$ cat src/rtl/snn_pkg.sv
// Shared widths and arithmetic helpers for the spiking delay layer.
package snn_pkg;

  localparam int DATA_W   = 8;
  localparam int WEIGHT_W = 8;

  // Overflow-free accumulator width: u + M signed weights - decay.
  function automatic int acc_width(input int m);
    return DATA_W + $clog2(m + 1) + 2;
  endfunction

  function automatic logic [DATA_W-1:0] clamp_u8(input logic signed [31:0] v);
    if (v < 0) begin
      return '0;
    end else if (v > 255) begin
      return 8'd255;
    end else begin
      return v[DATA_W-1:0];
    end
  endfunction

endpackage

$ cat src/rtl/snn_delay_layer_if.sv
// Data and configuration bundle for snn_delay_layer; the layer is the slave.
interface snn_delay_layer_if #(
  parameter int M  = 4,
  parameter int N  = 8,
  parameter int DW = 3
);
  logic                enable;
  logic                delay_tick;
  logic [M-1:0]        input_spikes;
  logic [N*M*8-1:0]    weights;
  logic [7:0]          threshold;
  logic [7:0]          decay;
  logic [7:0]          refractory_period;
  logic [N*M*DW-1:0]   delay_values;
  logic [N*M-1:0]      delays;
  logic [N*8-1:0]      membrane_potential_out;
  logic [N-1:0]        output_spikes;
  logic [N*8-1:0]      spike_count;

  modport master (
    output enable, delay_tick, input_spikes, weights, threshold, decay,
           refractory_period, delay_values, delays,
    input  membrane_potential_out, output_spikes, spike_count
  );

  modport slave (
    input  enable, delay_tick, input_spikes, weights, threshold, decay,
           refractory_period, delay_values, delays,
    output membrane_potential_out, output_spikes, spike_count
  );
endinterface

$ cat src/rtl/snn_lif_neuron.sv
// One leaky integrate-and-fire neuron with refractory down-counter.
// Optional saturating spike counter built only when SNN_SPIKE_COUNT_EN is defined.
module snn_lif_neuron
  import snn_pkg::*;
#(
  parameter int M = 4
) (
  input  logic                  clk,
  input  logic                  reset,
  input  logic                  enable,
  input  logic [M-1:0]          syn_spikes,
  input  logic [M*WEIGHT_W-1:0] weights,
  input  logic [DATA_W-1:0]     threshold,
  input  logic [DATA_W-1:0]     decay,
  input  logic [DATA_W-1:0]     refractory_period,
  output logic [DATA_W-1:0]     membrane_potential,
  output logic                  spike,
  output logic [DATA_W-1:0]     spike_count
);

  localparam int AW = acc_width(M);

  logic [DATA_W-1:0]     u;
  logic [DATA_W-1:0]     refr_cnt;
  logic [DATA_W-1:0]     u_clamped;
  logic signed [AW-1:0]  acc;
  logic                  fire;
  logic                  refractory;

  assign refractory = (refr_cnt != '0);

  always_comb begin
    acc = {{(AW-DATA_W){1'b0}}, u};
    for (int m = 0; m < M; m++) begin
      if (syn_spikes[m]) begin
        acc = acc + {{(AW-WEIGHT_W){weights[m*WEIGHT_W+WEIGHT_W-1]}},
                     weights[m*WEIGHT_W +: WEIGHT_W]};
      end
    end
    acc       = acc - {{(AW-DATA_W){1'b0}}, decay};
    u_clamped = clamp_u8({{(32-AW){acc[AW-1]}}, acc});
    fire      = (u_clamped >= threshold);
  end

  always_ff @(posedge clk) begin
    if (reset) begin
      u        <= '0;
      refr_cnt <= '0;
      spike    <= 1'b0;
    end else if (!enable) begin
      spike <= 1'b0;
    end else if (refractory) begin
      refr_cnt <= refr_cnt - 8'd1;
      u        <= '0;
      spike    <= 1'b0;
    end else if (fire) begin
      u        <= '0;
      refr_cnt <= refractory_period;
      spike    <= 1'b1;
    end else begin
      u     <= u_clamped;
      spike <= 1'b0;
    end
  end

  assign membrane_potential = u;

`ifdef SNN_SPIKE_COUNT_EN
  logic [DATA_W-1:0] cnt;

  always_ff @(posedge clk) begin
    if (reset) begin
      cnt <= '0;
    end else if (enable && !refractory && fire && (cnt != 8'hFF)) begin
      cnt <= cnt + 8'd1;
    end
  end

  assign spike_count = cnt;
`else
  assign spike_count = '0;
`endif

endmodule

$ cat src/rtl/snn_delay_layer.sv
// Layer of N LIF neurons fed by M inputs through per-synapse programmable delays.
// Spike counters per neuron exist only when SNN_SPIKE_COUNT_EN is defined.
module snn_delay_layer
  import snn_pkg::*;
#(
  parameter int M  = 4,
  parameter int N  = 8,
  parameter int DW = 3
) (
  input  logic               clk,
  input  logic               reset,
  snn_delay_layer_if.slave   bus
);

  localparam int D = (1 << DW) - 1;

  logic [D-1:0]          hist [M];
  logic [N*M-1:0]        eff_spikes;
  logic [DW-1:0]         dv;
  logic [N*DATA_W-1:0]   mp_vec;
  logic [N-1:0]          spk_vec;
  logic [N*DATA_W-1:0]   cnt_vec;

  // History lines shift only on enabled ticks; newest sample lands in bit 0.
  always_ff @(posedge clk) begin
    if (reset) begin
      for (int m = 0; m < M; m++) begin
        hist[m] <= '0;
      end
    end else if (bus.enable && bus.delay_tick) begin
      for (int m = 0; m < M; m++) begin
        hist[m] <= {hist[m][D-2:0], bus.input_spikes[m]};
      end
    end
  end

  // Taps read the registered history, so a coincident tick is seen pre-shift.
  always_comb begin
    eff_spikes = '0;
    dv         = '0;
    for (int n = 0; n < N; n++) begin
      for (int m = 0; m < M; m++) begin
        dv = bus.delay_values[(n*M+m)*DW +: DW];
        if (!bus.delays[n*M+m] || (dv == '0)) begin
          eff_spikes[n*M+m] = bus.input_spikes[m];
        end else begin
          eff_spikes[n*M+m] = hist[m][dv - 1'b1];
        end
      end
    end
  end

  for (genvar n = 0; n < N; n++) begin : gen_neuron
    snn_lif_neuron #(
      .M (M)
    ) u_neuron (
      .clk                (clk),
      .reset              (reset),
      .enable             (bus.enable),
      .syn_spikes         (eff_spikes[n*M +: M]),
      .weights            (bus.weights[n*M*WEIGHT_W +: M*WEIGHT_W]),
      .threshold          (bus.threshold),
      .decay              (bus.decay),
      .refractory_period  (bus.refractory_period),
      .membrane_potential (mp_vec[n*DATA_W +: DATA_W]),
      .spike              (spk_vec[n]),
      .spike_count        (cnt_vec[n*DATA_W +: DATA_W])
    );
  end

  assign bus.membrane_potential_out = mp_vec;
  assign bus.output_spikes          = spk_vec;
  assign bus.spike_count            = cnt_vec;

endmodule

$ cat src/flat_wrapper.sv
// flat-port wrapper written by rule: the top's interface ports become plain ports
module snn_delay_layer_flat import snn_pkg::*;
#(
  parameter int M  = 4,
  parameter int N  = 8,
  parameter int DW = 3
)
  (clk, reset, bus_enable, bus_delay_tick, bus_input_spikes, bus_weights, bus_threshold, bus_decay, bus_refractory_period, bus_delay_values, bus_delays, bus_membrane_potential_out, bus_output_spikes, bus_spike_count);
  snn_delay_layer_if #(.M(M), .N(N), .DW(DW)) bus_i ();
  input  logic clk;
  input  logic reset;
  input wire logic [$bits(bus_i.enable)-1:0] bus_enable;
  input wire logic [$bits(bus_i.delay_tick)-1:0] bus_delay_tick;
  input wire logic [$bits(bus_i.input_spikes)-1:0] bus_input_spikes;
  input wire logic [$bits(bus_i.weights)-1:0] bus_weights;
  input wire logic [$bits(bus_i.threshold)-1:0] bus_threshold;
  input wire logic [$bits(bus_i.decay)-1:0] bus_decay;
  input wire logic [$bits(bus_i.refractory_period)-1:0] bus_refractory_period;
  input wire logic [$bits(bus_i.delay_values)-1:0] bus_delay_values;
  input wire logic [$bits(bus_i.delays)-1:0] bus_delays;
  output wire logic [$bits(bus_i.membrane_potential_out)-1:0] bus_membrane_potential_out;
  output wire logic [$bits(bus_i.output_spikes)-1:0] bus_output_spikes;
  output wire logic [$bits(bus_i.spike_count)-1:0] bus_spike_count;
  assign bus_i.enable = bus_enable;
  assign bus_i.delay_tick = bus_delay_tick;
  assign bus_i.input_spikes = bus_input_spikes;
  assign bus_i.weights = bus_weights;
  assign bus_i.threshold = bus_threshold;
  assign bus_i.decay = bus_decay;
  assign bus_i.refractory_period = bus_refractory_period;
  assign bus_i.delay_values = bus_delay_values;
  assign bus_i.delays = bus_delays;
  assign bus_membrane_potential_out = bus_i.membrane_potential_out;
  assign bus_output_spikes = bus_i.output_spikes;
  assign bus_spike_count = bus_i.spike_count;
  snn_delay_layer #(.M(M), .N(N), .DW(DW)) u_core (.clk(clk), .reset(reset), .bus(bus_i));
endmodule
$ cat config.mk
export PLATFORM = sky130hd
export DESIGN_NAME = snn_delay_layer_flat
export DESIGN_NICKNAME = d
export VERILOG_FILES = /design/src/rtl/snn_pkg.sv /design/src/rtl/snn_delay_layer_if.sv /design/src/rtl/snn_lif_neuron.sv /design/src/rtl/snn_delay_layer.sv /design/src/flat_wrapper.sv
export SDC_FILE = /design/constraint.sdc
export NUM_CORES = 2
export LEC_CHECK = 0
export CAP_MARGIN = 20
export CORE_MARGIN = 1
export CORE_UTILIZATION = 50
export DETAILED_ROUTE_END_ITERATION = 8
export MAX_ROUTING_LAYER = met4
export PLACE_DENSITY = 0.79
export SYNTH_ARGS = -nofsm -noshare
export SYNTH_HDL_FRONTEND = slang
export SYNTH_SLANG_ARGS = --single-unit
export TNS_END_PERCENT = 10
$ cat constraint.sdc
create_clock -name clk -period 11.1 [get_ports clk]
set_input_delay 2.22 -clock clk [delete_from_list [all_inputs] [get_ports clk]]
set_output_delay 2.22 -clock clk [all_outputs]
set_load 0.005 [all_outputs]
==> PnR_summary.wiki <==
{| class="wikitable"
! Metric !! Value
|-
| Area growth from synthesis to layout || 42.63%
|-
| Cell count after synthesis || 4717
|-
| Total setup violations reported at the end of the flow || 3
|-
| Peak VDD IR || 206.5 uV
|-
| Commonest register cell after synthesis || dfxtp_1
|-
| Hold-fix buffer count after cts || 0
|-
| Slew Limit Headroom || 19.43%
|-
| DIE WIDTH || 270.6 um
|-
| Max capacitance violation total || 0
|-
| Worst-case setup margin in the final layout || -0.02982 ns
|-
| Critical path's slowest cell || mux4_2
|-
| GRT Residual Overflow || 0
|-
| Share of final-layout standard cells stronger than drive strength 1 || 25.79%
|-
| Starting Density || 50.46%
|-
| TritonCTS clock tree || built
|-
| Mean cell area of the mapped netlist || 7.648 um^2
|-
| Required time of the worst setup path || 11.44 ns
|-
| DRC violations left || 0
|-
| Grt met3 use || 5.192%
|-
| Critical path endpoint category || flop
|-
| Unrepaired setup endpoints after global routing || true
|-
| Post-detailed-route count of antenna-violating nets || 0
|-
| Floorplan core area || 71490 um^2
|-
| Pre-antenna DRT Iters || 6
|-
| Critical path class || input pin to flop
|-
| Antenna violations before repair || 16
|-
| Netlist area before placement || 36070 um^2
|-
| Commonest cells in the synthesized netlist || ha_1 (552), nor2_1 (401), a21oi_1 (372)
|-
| Hold Worst Slack || 0.4673 ns
|-
| Max-slew violation count || 0
|-
| Worst min-delay path category || flop to flop
|-
| DR iter-0 viols || 3489
|-
| Library cells used by synthesis || 107
|-
| # H-tree levels || 4
|-
| First-pass GRT wire length || 202.2 mm
|-
| Gp weighted congestion || 0.9884
|-
| Violated checks || negative setup slack
|-
| Vias after detailed routing || 41.68k
|-
| Data arrival time of the critical path || 11.47 ns
|-
| Clock slew at reported path FFs || 0.08 ns
|-
| Global Route met1 Usage || 41.34%
|-
| Largest net degree at the start of global routing || 61
|-
| Die Outline Area || 73230 um^2
|-
| Buf/Inv on CP || 8
|-
| Share of the yosys chip area belonging to registers || 9.878%
|-
| Master cell of the clock root buffer || clkbuf_16
|-
| Clock Path Buffers || 2
|-
| Met2 Track Usage GR || 58.56%
|-
| Number of flip-flops and latches in the synthesized netlist || 164
|-
| Top cell type by total area after synthesis || ha_1
|-
| Die height || 270.6 um
|-
| Ports || 552
|-
| Standard-cell rows || 98
|-
| Total CTS buffers || 17
|-
| Most frequent cell after synthesis || ha_1
|-
| IO Port Bufs || 487
|-
| Fmax || 89.85 MHz
|-
| Category of the worst setup path launch point || input pin
|-
| Vias in the first global route || 39.01k
|-
| Least-Margin Pin Slew || 1.201 ns
|-
| Crit path max fanout || 7
|-
| Shortest clock period the worst path allows after layout || 11.13 ns
|-
| DRT Wirelength || 135.8 mm
|-
| Detailed-route wire length per cell || 19.45 um
|-
| Proportion of register bits with asynchronous set or reset after synthesis || 0%
|-
| Leading cell types by total area after synthesis || ha_1 (19%), dfxtp_1 (7.5%), a21oi_1 (5.2%)
|-
| Busiest metal layer after global routing || met2
|-
| Library cell appearing most often on the critical path || a21o_1
|-
| Skew final || 0.01860 ns
|-
| Warning count from the yosys run || 0
|-
| Cell Pwr Density || 322.1 nW/um^2
|-
| Post-synth EDFFs || 28
|-
| Clk_lat worst skew || 0.47 ns
|-
| Post-route clock period utilization || 100.3%
|-
| All-Layer GR Usage || 35.06%
|-
| Largest delay share family, worst path || compound AO/OA/AOI/OAI gates
|-
| Vias per Instance || 5.967
|-
| Final number of hold-violating endpoints || 0
|-
| Total design power || 16.57 mW
|-
| Detailed placer's ending HPWL || 105.2 mm
|-
| Outcome || finished, violations left
|-
| LEAKAGE || 23.85 nW
|-
| Nets@finish || 7014
|-
| Area fraction of the dominant cell type after synthesis || 19.15%
|-
| Critical Path Max Stage Delay || 0.53 ns
|-
| Total clock sinks || 164
|}
worst min-delay path: stages, from the launching register on:
cell	delay, ns
dfxtp_1	0.32
nand2_1	0.05
a21oi_1	0.05
final cells by class:
cell class | instances | area, um^2
diodes | 16 | 40.04
multi-input cells | 4105 | 33000
clock buffers | 17 | 425.4
fillers | 5410 | 20030
well taps | 950 | 1189
inverters | 315 | 1182
repair buffers | 1403 | 11890
flip-flops and latches | 164 | 3563
clock inverters | 15 | 162.7
state kept, by name (all words and copies together) (netlist names):
| register | flops |
|---|---|
| u_core.gen_neuron.u_neuron.membrane_potential | 64 |
| u_core.gen_neuron.u_neuron.spike | 8 |
| u_core.gen_neuron.u_neuron.refr_cnt | 64 |
| u_core.hist | 28 |
metal layers:
metal	share of wire, %	wire length (um)
met1	41	55150
met2	48	64940
met3	6.6	8966
met4	5.0	6784
met5	0	0
report_power, final:
| group | switching (mW) | internal [mW] | leakage (nW) | total (mW) |
|---|---|---|---|---|
| Sequential | 0.284 | 0.794 | 1.41 | 1.08 |
| Combinational | 7.29 | 7.60 | 22.2 | 14.9 |
| Clock | 0.307 | 0.301 | 0.290 | 0.608 |
cells by family after synthesis:
family	Yosys count	synth area share (%)
buffers and inverters	511	6.212
AND/OR/NAND/NOR	1509	20.78
AO/OA/AOI/OAI	1414	26.39
other	1	0.01040
adder cells (fa/ha/maj)	592	21.37
multiplexers	251	8.504
flip-flops	164	9.878
XOR/XNOR	275	6.860
cell usage in the layout, fill, tap and decap left out, types with 98 or more instances in the layout:
cell,n
nand2_1,338
dfxtp_1,136
a21oi_1,298
nor2_1,380
inv_1,304
ha_1,480
buf_4,896
clkdlybuf4s50_1,476
mux2_2,106
xnor2_1,160
nor3_1,104
o21ai_0,169
xor2_1,98
a21o_1,161
through the flow:
stage          cell area (um^2)  utilization [%]   TNS, ns  setup slack (ns)  cells
6_report                  51450            71.97  -0.04362          -0.02982   6985
5_1_grt                   51450            71.97    -20.73           -0.4137   6983
4_1_cts                   49220            68.85  -0.03163          -0.01348   6917
3_5_place_dp              47980            67.11    -83.38           -0.8826   6862
3_3_place_gp              47980            67.11    -60.62           -0.7733   6862
2_1_floorplan             36550                -   -0.1104          -0.03993   4780
path summary, 6_finish.rpt:
path	start	to	slack [ns]	cells after the start
setup / recovery	bus_delay_values[36]	flop	-0.03	44
hold / removal	u_core.gen_neuron[1].u_neuron.refr_cnt[3]	u_core.gen_neuron[1].u_neuron.refr_cnt[3]	0.47	2
setup reg to reg	u_core.hist[0][1]	u_core.gen_neuron[5].u_neuron.refr_cnt[4]	1.61	40
hold reg to reg	u_core.gen_neuron[1].u_neuron.refr_cnt[3]	u_core.gen_neuron[1].u_neuron.refr_cnt[3]	0.47	2
what timing repair did:
action / in CTS / in global routing
resized for setup: 119 / 392
endpoints found under the setup margin: 113 / 136
buffers inserted: 21 / 53
gates cloned: 2 / 1
pin swaps: 45 / 217
Note: power is estimated with default switching activity, not from simulation.
